$ cat src/rtl/cpu_seq_ctrl.sv
// rtl/cpu_seq_ctrl.sv - multicycle fetch/decode/mem/write-back sequencer
// Bus wait-state handshakes, ACK timeout and single-level interrupt entry.
module cpu_seq_ctrl #(
  parameter int ACK_TIMEOUT = 15
) (
  input  logic       clk,
  input  logic       rst,
  input  logic       ACKI_n,
  input  logic       ACKD_n,
  input  logic [2:0] OINT_n,
  input  logic       is_load,
  input  logic       is_store,
  input  logic       reg_write_req,
  input  logic       int_ret,
  output logic       ireq,
  output logic       ir_load,
  output logic       pc_we,
  output logic       pc_vec_sel,
  output logic       rf_we,
  output logic       MREQ,
  output logic       WRITE,
  output logic       IACK_n,
  output logic [2:0] int_level,
  output logic       bus_err,
  output logic [2:0] state
);

  localparam int CW = (ACK_TIMEOUT > 0) ? $clog2(ACK_TIMEOUT + 1) : 1;
  localparam bit TO_EN = (ACK_TIMEOUT > 0);
  localparam logic [CW-1:0] LAST = TO_EN ? CW'(ACK_TIMEOUT - 1) : '0;

  typedef enum logic [2:0] {
    S_IDLE   = 3'd0,
    S_FETCH  = 3'd1,
    S_DECODE = 3'd2,
    S_MEM    = 3'd3,
    S_WB     = 3'd4,
    S_INT    = 3'd5,
    S_ERR    = 3'd6
  } state_t;

  state_t        cur, nxt;
  logic [CW-1:0] cnt, cnt_nxt;
  logic          int_en, int_en_nxt;
  logic [2:0]    lvl_nxt;

  always_ff @(posedge clk or negedge rst) begin
    if (!rst) begin
      cur       <= S_IDLE;
      cnt       <= '0;
      int_en    <= 1'b1;
      int_level <= 3'b000;
    end else begin
      cur       <= nxt;
      cnt       <= cnt_nxt;
      int_en    <= int_en_nxt;
      int_level <= lvl_nxt;
    end
  end

  always_comb begin
    nxt        = cur;
    cnt_nxt    = cnt;
    int_en_nxt = int_en;
    lvl_nxt    = int_level;
    ireq       = 1'b0;
    ir_load    = 1'b0;
    pc_we      = 1'b0;
    pc_vec_sel = 1'b0;
    rf_we      = 1'b0;
    MREQ       = 1'b0;
    WRITE      = 1'b0;
    IACK_n     = 1'b1;
    bus_err    = 1'b0;
    case (cur)
      S_IDLE: begin
        nxt     = S_FETCH;
        cnt_nxt = '0;
      end
      S_FETCH: begin
        ireq    = 1'b1;
        ir_load = ~ACKI_n;
        if (!ACKI_n)                  nxt = S_DECODE;
        else if (TO_EN && cnt == LAST) nxt = S_ERR;
        else                          cnt_nxt = cnt + CW'(1);
      end
      S_DECODE: begin
        if (is_load || is_store) begin
          nxt     = S_MEM;
          cnt_nxt = '0;
        end else begin
          nxt = S_WB;
        end
      end
      S_MEM: begin
        MREQ  = 1'b1;
        WRITE = is_store;
        if (!ACKD_n)                  nxt = S_WB;
        else if (TO_EN && cnt == LAST) nxt = S_ERR;
        else                          cnt_nxt = cnt + CW'(1);
      end
      S_WB: begin
        pc_we = 1'b1;
        rf_we = reg_write_req & ~is_store;
        if (int_ret) int_en_nxt = 1'b1;
        // Interrupt decision uses int_en as it stood before this int_ret.
        if (OINT_n != 3'b111 && int_en) begin
          nxt = S_INT;
        end else begin
          nxt     = S_FETCH;
          cnt_nxt = '0;
        end
      end
      S_INT: begin
        IACK_n     = 1'b0;
        pc_we      = 1'b1;
        pc_vec_sel = 1'b1;
        lvl_nxt    = ~OINT_n;
        int_en_nxt = 1'b0;
        nxt        = S_FETCH;
        cnt_nxt    = '0;
      end
      S_ERR: begin
        bus_err = 1'b1;
      end
      default: nxt = S_IDLE;
    endcase
  end

  assign state = cur;

endmodule

$ cat config.mk
export PLATFORM = sky130hd
export DESIGN_NAME = cpu_seq_ctrl
export DESIGN_NICKNAME = d
export VERILOG_FILES = /design/src/rtl/cpu_seq_ctrl.sv
export SDC_FILE = /design/constraint.sdc
export NUM_CORES = 1
export LEC_CHECK = 0
export ABC_AREA = 1
export CAP_MARGIN = 20
export CORE_MARGIN = 2
export CORE_UTILIZATION = 42
export DETAILED_ROUTE_END_ITERATION = 12
export GPL_ROUTABILITY_DRIVEN = 0
export PLACE_DENSITY = 0.86
export SYNTH_ARGS = -nofsm -noshare
export SYNTH_HDL_FRONTEND = slang
export SYNTH_SLANG_ARGS = --single-unit
$ cat constraint.sdc
create_clock -name clk -period 1.53 [get_ports clk]
set_input_delay 0.153 -clock clk [delete_from_list [all_inputs] [get_ports clk]]
set_output_delay 0.153 -clock clk [all_outputs]
set_load 0.01 [all_outputs]
==> flow_results.org <==
** Status
- Result of the run :: finished clean

** Yosys
- Fraction of synthesis flops using an asynchronous set or reset pin :: 1.00
- Net Count, Synth :: 110
- Per-instance average area after synthesis :: between 7 and 8 sq um
- Top_reg_cell synth :: sky130_fd_sc_hd__dfrtp_1
- The share of the Yosys chip area taken by registers is 0.393.
- Netlist cell types :: 22
- Counting flops and latches in the post-synthesis netlist gives 11.
- Yosys top cell by area :: sky130_fd_sc_hd__dfrtp_1
- Synthesized instance count :: 97
- Combined area of all synthesized cells :: about 700 sq um
- Most frequent cells after synthesis :: sky130_fd_sc_hd__nand2_1, sky130_fd_sc_hd__inv_1, sky130_fd_sc_hd__dfrtp_1, sky130_fd_sc_hd__nand3_1, sky130_fd_sc_hd__nor2_1
- Synthesis warning total :: 0
- Number of synthesized flops with an enable pin :: 0
- Top-count cell post-synth :: sky130_fd_sc_hd__nand2_1
- Area contributors post-synth :: sky130_fd_sc_hd__dfrtp_1, sky130_fd_sc_hd__nand2_1, sky130_fd_sc_hd__inv_1
- Area fraction of the dominant cell type after synthesis :: 0.356

** Detailed routing
- For this block, the routed nets add up to around 1800 um of wire.
- Residual DRC count :: 0
- Count of routing violations after the opening detailed-route iteration :: 18
- Detailed routing inserted a total of between 700 and 800 vias.
- Pre-antenna DRT Iters :: 4
- After detailed routing, the number of vias per cell comes to 5.06.
- Count of nets left with antenna violations after detail routing :: 0
- Routed wire length per instance :: ~12 um

** STA
- The clock arrives with ~0.0015 ns of skew.
- Accumulated negative setup slack :: 0 ns
- Hold Fails Final Rpt :: 0
- Dividing the final minimum period by the clock period gives 0.963.
- Final min period :: ~1.5 ns
- Setup violations remaining at the end of the flow were counted as 0.
- Setup repair after global routing left no endpoint under its margin.
- For this run, the top clock speed supported by timing is between 600 and 700 MHz.
- At the pin with the least slew margin, the transition time is ~0.45 ns.
- Final Max Slew Viols :: 0
- Worst-case headroom to the max-slew limit :: 0.697

** Die
- Die Height :: around 45 um
- The floorplan step defined a die boundary enclosing ~2000 sq um.
- The floorplan has 14 rows.
- For this configuration, the core starts out at a cell density of 0.456.
- Core area :: approximately 1500 sq um
- Width of the chip :: approximately 45 um
- I/O pin count :: 26

** GRT
- Across every metal layer, demand over resource in global routing totals 0.213.
- Antenna violations before repair :: 0
- The number of global-route vias before repair was a little under 800.
- For this run the aggregate overflow at the end of global routing stands at 0.
- Maximum number of pins on one net before global-route repair :: 12
- The first global-routing pass estimated between 3000 and 4000 um of wire.

** Setup path
- Worst-case reg-to-reg path depth :: 7
- Worst Path Arrival :: 1.32 ns
- Worst setup SP type :: flip-flop
- The worst register-to-register path begins at state[2].
- Data on the critical path is required at its endpoint by approximately 1.4 ns.
- In this run the worst setup path begins at state[0].
- CP Class :: reg -> out
- Endpoint of the lowest-slack register-to-register path :: cnt[0]
- Highest net fanout along the worst path :: 4
- Slack of the worst reg-to-reg path :: around 0.15 ns
- STA classifies the critical path endpoint as an output port.

** Power and ir drop
- The share of total power dissipated in the clock network is 0.107.
- Gate power share :: 0.614
- Switching Fraction :: 0.422
- Leakage power summed over all cells :: slightly below 0.0006 uW
- Power spread over the standard cell area amounts to around 1600 nW/um^2.
- Largest vdd supply drop :: between 0.8 and 0.9 mV
- Of the total power, registers draw 0.279.
- Overall power of the completed layout :: approximately 1800 uW
- The internal portion of the total power is between 1000 and 1500 uW.
- Power dissipated by switching net loads :: about 750 uW

** Placement
- Number of buffers added on ports :: 25
- HPWL Detailed :: roughly 1300 um
- Total instance count after detailed placement :: between 100 and 150

** Clock tree
- Worst-skew pair later-pin latency :: 0.26 ns
- Root buffer cell :: sky130_fd_sc_hd__clkbuf_4
- Counting along the longest clock path gives a buffer depth of 2.
- Cts bufs inserted :: 3
- Clock-pin slew was measured on the worst setup and hold paths at approximately 0.060 ns.
- Hold buffer count at cts :: 0
- In this run the number of H-tree levels came out at 1.
- For this design, the sink count on the clock tree is 11.
- TritonCTS clock tree :: done

** Cells and area
- Ratio of cells with drive above 1 in the final layout :: 0.285
- Layout Nets :: about 150
- The area growth from synthesis to layout is 53.4%.
- Final cell count without fillers :: ~150
- Number of diodes added for antenna fixing :: 0

** Flow run
- Across the run, the number of max-cap violations was 0.

** Min path
- Path class of the lowest-slack min-delay path :: in -> async
## cell type report
| type | instances | area, sq um |
|---|---|---|
| Clock buffer | 4 | 26.3 |
| Tap cell | 16 | 20.0 |
| Sequential cell | 11 | 280 |
| Timing Repair Buffer | 37 | 313 |
| Inverter | 15 | 58.8 |
| Fill cell | 116 | 463 |
| Multi-Input combinational cell | 70 | 380 |
## kinds of logic after synthesis
| logic type | count (synthesis) | share of synthesized area |
|---|---|---|
| simple gates | 59 | 0.402 |
| xor+xnor | 1 | 0.0125 |
| compound gates | 8 | 0.0658 |
| buf+inv | 16 | 0.0907 |
| fa+ha+maj | 2 | 0.0356 |
| flops | 11 | 0.393 |
## cell usage in the layout, fill, tap and decap left out, drive strengths merged
cell,synthesis,final
a21boi,1,1
a21oi,2,2
a32oi,1,1
buf,1,13
clkbuf,0,8
clkdlybuf4s50,0,15
dfrtp,10,10
dfstp,1,1
dlygate4sd2,0,5
ha,2,2
inv,15,15
nand2,35,35
nand3,8,8
nand3b,1,1
nand4,3,3
nor2,12,12
o21ai,4,4
xor2,1,1
## how the worst max path moves through the flow
stage / to / slack, ns / depth (start not counted)
floorplan: cnt[3] / 0.24 / 8
global placement: ir_load / 0.004 / 6
detailed placement: ir_load / -0.03 / 6
CTS: bus_err / 0.0006 / 4
global route: rf_we / 0.01 / 5
finish: state[0] / 0.06 / 2
## state kept, by name, indices dropped and copies added (netlist names)
register,cells
int_level,3
state,3
cnt,4
int_en,1
## stage by stage
stage	cell area, sq um	util	hold WS [ns]	setup slack [ns]
after floorplan	703	-	-0.143	0.243
after global placement	1020	0.662	0.472	0.00368
after detailed placement	1020	0.662	0.483	-0.0305
after CTS	1100	0.716	0.212	0.000580
after global routing	1080	0.700	0.240	0.0145
final	1080	0.700	0.203	0.0563
## timing repair
item / 4_1_cts / 5_1_grt
setup buffers: 5 / 1
pin swaps: 1 / 2
setup endpoints to repair: 11 / 9
gates resized for setup: 22 / 7
## critical path, stage by stage, from the launching register on
cell and delay, ns:
sky130_fd_sc_hd__dfrtp_2 0.40, sky130_fd_sc_hd__buf_4 0.13, sky130_fd_sc_hd__clkdlybuf4s50_1 0.53
## power groups by stage
stage               sequential [uW]  clock [uW]  combinational [uW]
CTS                             492         202                1120
finish                          497         190                1090
detailed placement              512           0                 979
global placement                505           0                 944
global route                    513         212                1200
floorplan                       519           0                 486
## routing by layer
| layer | global-route usage | part of all wire |
|---|---|---|
| met5 | 0 | 0 |
| met4 | 0.100 | 0.027 |
| met3 | 0.0400 | 0.076 |
| met2 | 0.374 | 0.49 |
| met1 | 0.251 | 0.40 |
(Power assumes the default switching activity.)
